## src/rtl/mem_pkg.sv

```systemverilog
// rtl/mem_pkg.sv - shared encodings for the memory arbiter
package mem_pkg;

  localparam logic [1:0] SZ_BYTE = 2'b00;
  localparam logic [1:0] SZ_HALF = 2'b01;
  localparam logic [1:0] SZ_WORD = 2'b10;

  typedef enum logic [1:0] {
    ST_IDLE  = 2'b00,
    ST_ISSUE = 2'b01,
    ST_RESP  = 2'b10
  } state_e;

  typedef enum logic {
    PORT_CORE = 1'b0,
    PORT_DBG  = 1'b1
  } port_e;

endpackage

```

## src/rtl/mem_arbiter_if.sv

```systemverilog
// rtl/mem_arbiter_if.sv - core/debug requester ports and memory port bundle
interface mem_arbiter_if #(
  parameter int ADDR_W = 32
) ();

  logic              core_req;
  logic              core_we;
  logic [ADDR_W-1:0] core_addr;
  logic [31:0]       core_wdata;
  logic [2:0]        core_funct3;
  logic              core_gnt;
  logic              core_rvalid;
  logic [31:0]       core_rdata;
  logic              core_err;

  logic              dbg_req;
  logic              dbg_we;
  logic [ADDR_W-1:0] dbg_addr;
  logic [31:0]       dbg_wdata;
  logic [2:0]        dbg_funct3;
  logic              dbg_gnt;
  logic              dbg_rvalid;
  logic [31:0]       dbg_rdata;
  logic              dbg_err;

  logic              mem_en;
  logic              mem_we;
  logic [ADDR_W-1:0] mem_addr;
  logic [3:0]        mem_wstrb;
  logic [31:0]       mem_wdata;
  logic [31:0]       mem_rdata;

  modport slave (
    input  core_req, core_we, core_addr, core_wdata, core_funct3,
    output core_gnt, core_rvalid, core_rdata, core_err,
    input  dbg_req, dbg_we, dbg_addr, dbg_wdata, dbg_funct3,
    output dbg_gnt, dbg_rvalid, dbg_rdata, dbg_err,
    output mem_en, mem_we, mem_addr, mem_wstrb, mem_wdata,
    input  mem_rdata
  );

  modport master (
    output core_req, core_we, core_addr, core_wdata, core_funct3,
    input  core_gnt, core_rvalid, core_rdata, core_err,
    output dbg_req, dbg_we, dbg_addr, dbg_wdata, dbg_funct3,
    input  dbg_gnt, dbg_rvalid, dbg_rdata, dbg_err,
    input  mem_en, mem_we, mem_addr, mem_wstrb, mem_wdata,
    output mem_rdata
  );

endinterface

```

## src/rtl/mem_lane_align.sv

```systemverilog
// rtl/mem_lane_align.sv - byte-lane strobes, store replication, load extraction/extension
module mem_lane_align
  import mem_pkg::*;
(
  input  logic [1:0]  i_addr_lo,
  input  logic [2:0]  i_funct3,
  input  logic [31:0] i_wdata,
  input  logic [31:0] i_rdata,
  output logic [3:0]  o_wstrb,
  output logic [31:0] o_wdata,
  output logic [31:0] o_rdata,
  output logic        o_misaligned
);

  logic [31:0] w_lane;
  logic        w_unsigned;

  assign w_lane     = i_rdata >> {i_addr_lo, 3'b000};
  assign w_unsigned = i_funct3[2];

  always_comb begin
    o_wstrb      = 4'b1111;
    o_wdata      = i_wdata;
    o_rdata      = w_lane;
    o_misaligned = 1'b0;
    case (i_funct3[1:0])
      SZ_BYTE: begin
        o_wstrb = 4'b0001 << i_addr_lo;
        o_wdata = {4{i_wdata[7:0]}};
        o_rdata = w_unsigned ? {24'h0, w_lane[7:0]} : {{24{w_lane[7]}}, w_lane[7:0]};
      end
      SZ_HALF: begin
        o_wstrb      = i_addr_lo[1] ? 4'b1100 : 4'b0011;
        o_wdata      = {2{i_wdata[15:0]}};
        o_rdata      = w_unsigned ? {16'h0, w_lane[15:0]} : {{16{w_lane[15]}}, w_lane[15:0]};
        o_misaligned = i_addr_lo[0];
      end
      // SZ_WORD and the reserved encoding both behave as a full word
      default: begin
        o_misaligned = |i_addr_lo;
      end
    endcase
  end

endmodule

```

## src/rtl/mem_arbiter.sv

```systemverilog
// rtl/mem_arbiter.sv - round-robin core/debug arbiter onto a single synchronous memory port
module mem_arbiter
  import mem_pkg::*;
#(
  parameter int ADDR_W = 32
) (
  input  logic          clk,
  input  logic          reset,
  mem_arbiter_if.slave  bus
);

  state_e            r_state;
  state_e            w_next;
  logic              r_we;
  logic [ADDR_W-1:0] r_addr;
  logic [31:0]       r_wdata;
  logic [2:0]        r_funct3;
  port_e             r_port;
  port_e             r_last;

  logic              w_any_req;
  port_e             w_win;
  logic [3:0]        w_wstrb;
  logic [31:0]       w_wdata;
  logic [31:0]       w_rdata;
  logic              w_mis;
  logic [31:0]       w_resp_data;

  assign w_any_req = bus.core_req | bus.dbg_req;
  // Core wins if alone, or on a tie when debug was served last
  assign w_win = (bus.core_req && (!bus.dbg_req || r_last == PORT_DBG)) ? PORT_CORE : PORT_DBG;

  mem_lane_align u_align (
    .i_addr_lo    (r_addr[1:0]),
    .i_funct3     (r_funct3),
    .i_wdata      (r_wdata),
    .i_rdata      (bus.mem_rdata),
    .o_wstrb      (w_wstrb),
    .o_wdata      (w_wdata),
    .o_rdata      (w_rdata),
    .o_misaligned (w_mis)
  );

  assign w_resp_data = (w_mis || r_we) ? 32'h0 : w_rdata;

  always_ff @(posedge clk or posedge reset) begin
    if (reset) begin
      r_state  <= ST_IDLE;
      r_we     <= 1'b0;
      r_addr   <= '0;
      r_wdata  <= 32'h0;
      r_funct3 <= 3'b000;
      r_port   <= PORT_CORE;
      r_last   <= PORT_DBG;
    end else begin
      r_state <= w_next;
      if (r_state == ST_IDLE && w_any_req) begin
        r_port <= w_win;
        r_last <= w_win;
        if (w_win == PORT_CORE) begin
          r_we     <= bus.core_we;
          r_addr   <= bus.core_addr;
          r_wdata  <= bus.core_wdata;
          r_funct3 <= bus.core_funct3;
        end else begin
          r_we     <= bus.dbg_we;
          r_addr   <= bus.dbg_addr;
          r_wdata  <= bus.dbg_wdata;
          r_funct3 <= bus.dbg_funct3;
        end
      end
    end
  end

  always_comb begin
    w_next          = r_state;
    bus.core_gnt    = 1'b0;
    bus.core_rvalid = 1'b0;
    bus.core_rdata  = 32'h0;
    bus.core_err    = 1'b0;
    bus.dbg_gnt     = 1'b0;
    bus.dbg_rvalid  = 1'b0;
    bus.dbg_rdata   = 32'h0;
    bus.dbg_err     = 1'b0;
    bus.mem_en      = 1'b0;
    bus.mem_we      = 1'b0;
    bus.mem_addr    = '0;
    bus.mem_wstrb   = 4'b0000;
    bus.mem_wdata   = 32'h0;
    case (r_state)
      ST_IDLE: begin
        if (w_any_req) w_next = ST_ISSUE;
      end
      ST_ISSUE: begin
        w_next        = ST_RESP;
        bus.core_gnt  = (r_port == PORT_CORE);
        bus.dbg_gnt   = (r_port == PORT_DBG);
        bus.mem_addr  = {r_addr[ADDR_W-1:2], 2'b00};
        bus.mem_wdata = w_wdata;
        // A misaligned access is granted but never reaches the memory
        if (!w_mis) begin
          bus.mem_en    = 1'b1;
          bus.mem_we    = r_we;
          bus.mem_wstrb = r_we ? w_wstrb : 4'b0000;
        end
      end
      ST_RESP: begin
        w_next = ST_IDLE;
        if (r_port == PORT_CORE) begin
          bus.core_rvalid = 1'b1;
          bus.core_rdata  = w_resp_data;
          bus.core_err    = w_mis;
        end else begin
          bus.dbg_rvalid  = 1'b1;
          bus.dbg_rdata   = w_resp_data;
          bus.dbg_err     = w_mis;
        end
      end
      default: w_next = ST_IDLE;
    endcase
  end

endmodule

```

## src/flat_wrapper.sv

```systemverilog
// flat-port wrapper written by rule: the top's interface ports become plain ports
module mem_arbiter_flat import mem_pkg::*;
#(
  parameter int ADDR_W = 32
)
  (clk, reset, bus_core_req, bus_core_we, bus_core_addr, bus_core_wdata, bus_core_funct3, bus_core_gnt, bus_core_rvalid, bus_core_rdata, bus_core_err, bus_dbg_req, bus_dbg_we, bus_dbg_addr, bus_dbg_wdata, bus_dbg_funct3, bus_dbg_gnt, bus_dbg_rvalid, bus_dbg_rdata, bus_dbg_err, bus_mem_en, bus_mem_we, bus_mem_addr, bus_mem_wstrb, bus_mem_wdata, bus_mem_rdata);
  mem_arbiter_if #(.ADDR_W(ADDR_W)) bus_i ();
  input  logic clk;
  input  logic reset;
  input wire logic [$bits(bus_i.core_req)-1:0] bus_core_req;
  input wire logic [$bits(bus_i.core_we)-1:0] bus_core_we;
  input wire logic [$bits(bus_i.core_addr)-1:0] bus_core_addr;
  input wire logic [$bits(bus_i.core_wdata)-1:0] bus_core_wdata;
  input wire logic [$bits(bus_i.core_funct3)-1:0] bus_core_funct3;
  output wire logic [$bits(bus_i.core_gnt)-1:0] bus_core_gnt;
  output wire logic [$bits(bus_i.core_rvalid)-1:0] bus_core_rvalid;
  output wire logic [$bits(bus_i.core_rdata)-1:0] bus_core_rdata;
  output wire logic [$bits(bus_i.core_err)-1:0] bus_core_err;
  input wire logic [$bits(bus_i.dbg_req)-1:0] bus_dbg_req;
  input wire logic [$bits(bus_i.dbg_we)-1:0] bus_dbg_we;
  input wire logic [$bits(bus_i.dbg_addr)-1:0] bus_dbg_addr;
  input wire logic [$bits(bus_i.dbg_wdata)-1:0] bus_dbg_wdata;
  input wire logic [$bits(bus_i.dbg_funct3)-1:0] bus_dbg_funct3;
  output wire logic [$bits(bus_i.dbg_gnt)-1:0] bus_dbg_gnt;
  output wire logic [$bits(bus_i.dbg_rvalid)-1:0] bus_dbg_rvalid;
  output wire logic [$bits(bus_i.dbg_rdata)-1:0] bus_dbg_rdata;
  output wire logic [$bits(bus_i.dbg_err)-1:0] bus_dbg_err;
  output wire logic [$bits(bus_i.mem_en)-1:0] bus_mem_en;
  output wire logic [$bits(bus_i.mem_we)-1:0] bus_mem_we;
  output wire logic [$bits(bus_i.mem_addr)-1:0] bus_mem_addr;
  output wire logic [$bits(bus_i.mem_wstrb)-1:0] bus_mem_wstrb;
  output wire logic [$bits(bus_i.mem_wdata)-1:0] bus_mem_wdata;
  input wire logic [$bits(bus_i.mem_rdata)-1:0] bus_mem_rdata;
  assign bus_i.core_req = bus_core_req;
  assign bus_i.core_we = bus_core_we;
  assign bus_i.core_addr = bus_core_addr;
  assign bus_i.core_wdata = bus_core_wdata;
  assign bus_i.core_funct3 = bus_core_funct3;
  assign bus_core_gnt = bus_i.core_gnt;
  assign bus_core_rvalid = bus_i.core_rvalid;
  assign bus_core_rdata = bus_i.core_rdata;
  assign bus_core_err = bus_i.core_err;
  assign bus_i.dbg_req = bus_dbg_req;
  assign bus_i.dbg_we = bus_dbg_we;
  assign bus_i.dbg_addr = bus_dbg_addr;
  assign bus_i.dbg_wdata = bus_dbg_wdata;
  assign bus_i.dbg_funct3 = bus_dbg_funct3;
  assign bus_dbg_gnt = bus_i.dbg_gnt;
  assign bus_dbg_rvalid = bus_i.dbg_rvalid;
  assign bus_dbg_rdata = bus_i.dbg_rdata;
  assign bus_dbg_err = bus_i.dbg_err;
  assign bus_mem_en = bus_i.mem_en;
  assign bus_mem_we = bus_i.mem_we;
  assign bus_mem_addr = bus_i.mem_addr;
  assign bus_mem_wstrb = bus_i.mem_wstrb;
  assign bus_mem_wdata = bus_i.mem_wdata;
  assign bus_i.mem_rdata = bus_mem_rdata;
  mem_arbiter #(.ADDR_W(ADDR_W)) u_core (.clk(clk), .reset(reset), .bus(bus_i));
endmodule
```

## config.mk

```make
export PLATFORM = sky130hd
export DESIGN_NAME = mem_arbiter_flat
export DESIGN_NICKNAME = d
export VERILOG_FILES = /design/src/rtl/mem_pkg.sv /design/src/rtl/mem_arbiter_if.sv /design/src/rtl/mem_lane_align.sv /design/src/rtl/mem_arbiter.sv /design/src/flat_wrapper.sv
export SDC_FILE = /design/constraint.sdc
export NUM_CORES = 1
export LEC_CHECK = 0
export CORE_AREA = 2 2 122 124
export CTS_CLUSTER_SIZE = 24
export DETAILED_ROUTE_END_ITERATION = 12
export DIE_AREA = 0 0 124 126
export MAX_ROUTING_LAYER = met4
export PLACE_DENSITY = 0.78
export RECOVER_POWER = 100
export SYNTH_ARGS = -nofsm -noshare
export SYNTH_HDL_FRONTEND = slang
export SYNTH_SLANG_ARGS = --single-unit
```

## constraint.sdc

```tcl
create_clock -name clk -period 6.5 [get_ports clk]
set_input_delay 1.95 -clock clk [delete_from_list [all_inputs] [get_ports clk]]
set_output_delay 1.95 -clock clk [all_outputs]
set_load 0.005 [all_outputs]
```

==> impl_metrics.ini <==
[synth]
synthCells = 620
ys_warn_count = 0
syn_area_per_cell_um2 = 8.31
ys_types = 35
ys_ff_latch = 72
yosysSeqAreaShare_pct = 35.0
syn_area_um2 = 5150

[clock_network]
cts_max_path_buffers = 2
clock-sinks = 72
clockRootBuffer = clkbuf_16
cts_tree = built
postCtsSetupBuffers = 0
clkTransAtPathRegs_ns = 0.06
cts_inserted_buffers = 9
cts_resized = 0
hold_buffers = 0
cts-htree-levels = 3
worstSkewPairLatency_ns = 0.33

[worst_hold_path]
hold-path-cell-count = 2
hold_class = flip-flop to flip-flop

[drt]
first_pass_iters = 4
drt_wl_total_um = 18200
remaining_drc_errors = 0
via_count = 5459
drt_iter0_markers = 267
wire_per_inst_um = 16.8
viasPerCell = 5.03
drtAntennaViolNets = 0

[critical_path]
cp-end-kind = primary output
cp_cell_sequence = dlygate4sd3_1 -> mux2i_1 -> a221oi_4 -> nand2_1 -> a21oi_1 -> dlygate4sd3_1
path_class = primary input to primary output
crit_cells = 6
path_common_cell = dlygate4sd3_1
r2r_cells = 4
cp_max_fo = 16
crit_family = buffers and inverters
critPathRequiredTime_ns = 4.55
regToRegSetupSlack_ns = 2.67
crit_buf_inv = 2
cp_data_arrival_time_ns = 4.24
cp_slowest_cell = dlygate4sd3_1
start_kind = primary input
crit_path_max_incr_delay_ns = 0.59

[sta]
fmax_mhz = 162
slew_headroom_pct = -76.4
fin_hold_ws_ns = 0.520
tightest_slew_ns = 2.62
slew_violations = 253
grt_setup_unrepaired = no
period_share_pct = 95.2
finalHoldViolations = 0
setup_viol = 0
finalSetupTns_ns = 0
min_period_ns = 6.19
clock_skew_ns = 0.00463
fin_ws_ns = 0.314

[global_routing]
grt_pass1_wl_um = 27300
grt_pass1_vias = 5081
grt_max_degree = 120
grt.overflow.total = 0
antenna_found_initial = 0
grt_use_total_pct = 23.5

[floorplan]
core-area_um2 = 14300
fp.dieArea_um2 = 15600
rows = 44
io_pins = 312
start_util_pct = 36.0
fp.dieW_um = 124
dieHeight_um = 126

[placement]
dpl.hpwl_um = 14100
gp_congestion = 0.948
place_ws_ns = 0.471
io_buffers = 309

[power]
p_leak_nw = 3.93
irDropWorstVdd_mv = 0.193
powerDensity_nw_per_um2 = 367

[flow_run]
cap_violations = 4

[finish]
nets = 1068
regArea_um2 = 1800
fill_cells = 1307
area_delta_synth_final_pct = 66.3
drive_above_1_share_pct = 5.66
insertedDiodeCount = 0
multiInputGateArea_um2 = 3050

[outcome]
status = finished, violations left
violations = max-capacitance violations, max-slew violations
==> stage by stage <==
stage | cells | util, % | cell area, µm² | power, mW
floorplan | 621 | - | 5150 | 1.93
global placement | 1069 | 58.1 | 8320 | 2.72
detailed placement | 1069 | 58.1 | 8320 | 2.75
CTS | 1085 | 60.1 | 8610 | 3.24
global route | 1085 | 59.8 | 8570 | 3.39
finish | 1085 | 59.8 | 8570 | 3.14
==> where the power goes <==
part	internal, mW	leakage (nW)	switching (mW)
logic	0.891	3.00	0.918
registers	0.675	0.794	0.189
clock network	0.289	0.139	0.180
total	1.86	3.93	1.29
==> kinds of logic (layout without fill, tap and decap cells) <==
logic type,Yosys count,count (layout),share of synthesized area (%)
other cells,1,2,0.0728
simple gates,241,241,21.5
flops,72,72,35.0
compound gates,137,137,15.9
buf+inv,67,347,5.78
xor+xnor,3,3,0.510
mux,99,99,21.3
==> cells in the final DEF, fill, tap and decap left out, types with 3 or more instances in the layout <==
cell             instances
o211a_1                  7
nor2_1                 134
buf_4                    4
and2_1                  24
dlygate4sd3_1          102
inv_1                   10
clkdlybuf4s50_1        207
mux2_2                   3
o221a_2                  7
mux4_2                   8
a21oi_1                110
dfrtp_1                 70
o21ai_0                  8
mux2i_1                 88
clkbuf_16                9
and3_1                  16
clkbuf_8                 3
clkbuf_1                 6
nand2_1                 35
and2_0                  18
clkbuf_2                 3
==> synthesized netlist by cell type <==
master / number / area [µm²]
nor2_1: 134 / 503
a21oi_1: 110 / 551
mux2i_1: 88 / 881
dfrtp_1: 71 / 1780
and2_1: 42 / 263
nand2_1: 34 / 128
buf_2: 25 / 125
clkbuf_1: 21 / 78.8
and3_1: 16 / 100
inv_1: 11 / 41.3
mux4_2: 8 / 180
o21ai_0: 8 / 40.0
o211a_1: 7 / 70.1
o221a_2: 7 / 78.8
buf_1: 6 / 22.5
buf_4: 4 / 30.0
mux2_2: 3 / 33.8
nor3_1: 3 / 15.0
nand2_2: 2 / 12.5
nand2b_1: 2 / 12.5
nand3b_1: 2 / 15.0
o2111ai_2: 2 / 30.0
xnor2_1: 2 / 17.5
a21o_1: 1 / 7.51
a21oi_4: 1 / 16.3
a221oi_4: 1 / 26.3
and3b_1: 1 / 8.76
conb_1: 1 / 3.75
dfstp_2: 1 / 26.3
nor2b_1: 1 / 6.26
nor3b_1: 1 / 7.51
nor3b_4: 1 / 18.8
or2_2: 1 / 6.26
or2_4: 1 / 8.76
xor2_1: 1 / 8.76
==> worst register-to-register path: cells and delay by family (launching register included) <==
kind,cells,cell delay [ns]
AO/OA/AOI/OAI,2,2.06
multiplexers,1,0.32
flip-flops,1,0.37
buffers and inverters,1,0.86
==> metal layers <==
layer	track usage [%]	share of wire, %	wire length [µm]	up-vias
li1	-	-	-	2662
met1	26.3	38	6900	2493
met2	40.3	50	9170	267
met3	4.03	8.1	1480	37
met4	10.6	3.7	670	0
met5	-	0	0	-
==> flip-flops by register name (all words and copies together) (netlist names) <==
signal and count:
u_core.r_addr 32, u_core.r_port 1, u_core.r_we 1, u_core.r_funct3 3, u_core.r_last 1, u_core.r_wdata 32
u_core.r_state 2
==> cell type report <==
type	instances	share of cell area (%)
sequential	72	21.1
clock buffer	14	3.20
inverter	11	0.497
timing repair buffer	320	36.8
clock inverter	2	0.146
tap	184	2.69
multi-input combinational	482	35.6
==> final timing paths <==
path                                             endpoint                         start
max                                     bus_dbg_rdata[30]             bus_mem_rdata[23]
min                          u_core.r_addr[9]$_DFFE_PP0P_  u_core.r_addr[9]$_DFFE_PP0P_
max reg2reg                  u_core.r_addr[7]$_DFFE_PP0P_     u_core.r_last$_DFFE_PP1P_
min reg2reg                  u_core.r_addr[9]$_DFFE_PP0P_  u_core.r_addr[9]$_DFFE_PP0P_
max in group asynchronous  u_core.r_funct3[1]$_DFFE_PP0P_                         reset
min in group asynchronous   u_core.r_addr[19]$_DFFE_PP0P_                         reset
Note: power is estimated with default switching activity, not from simulation.
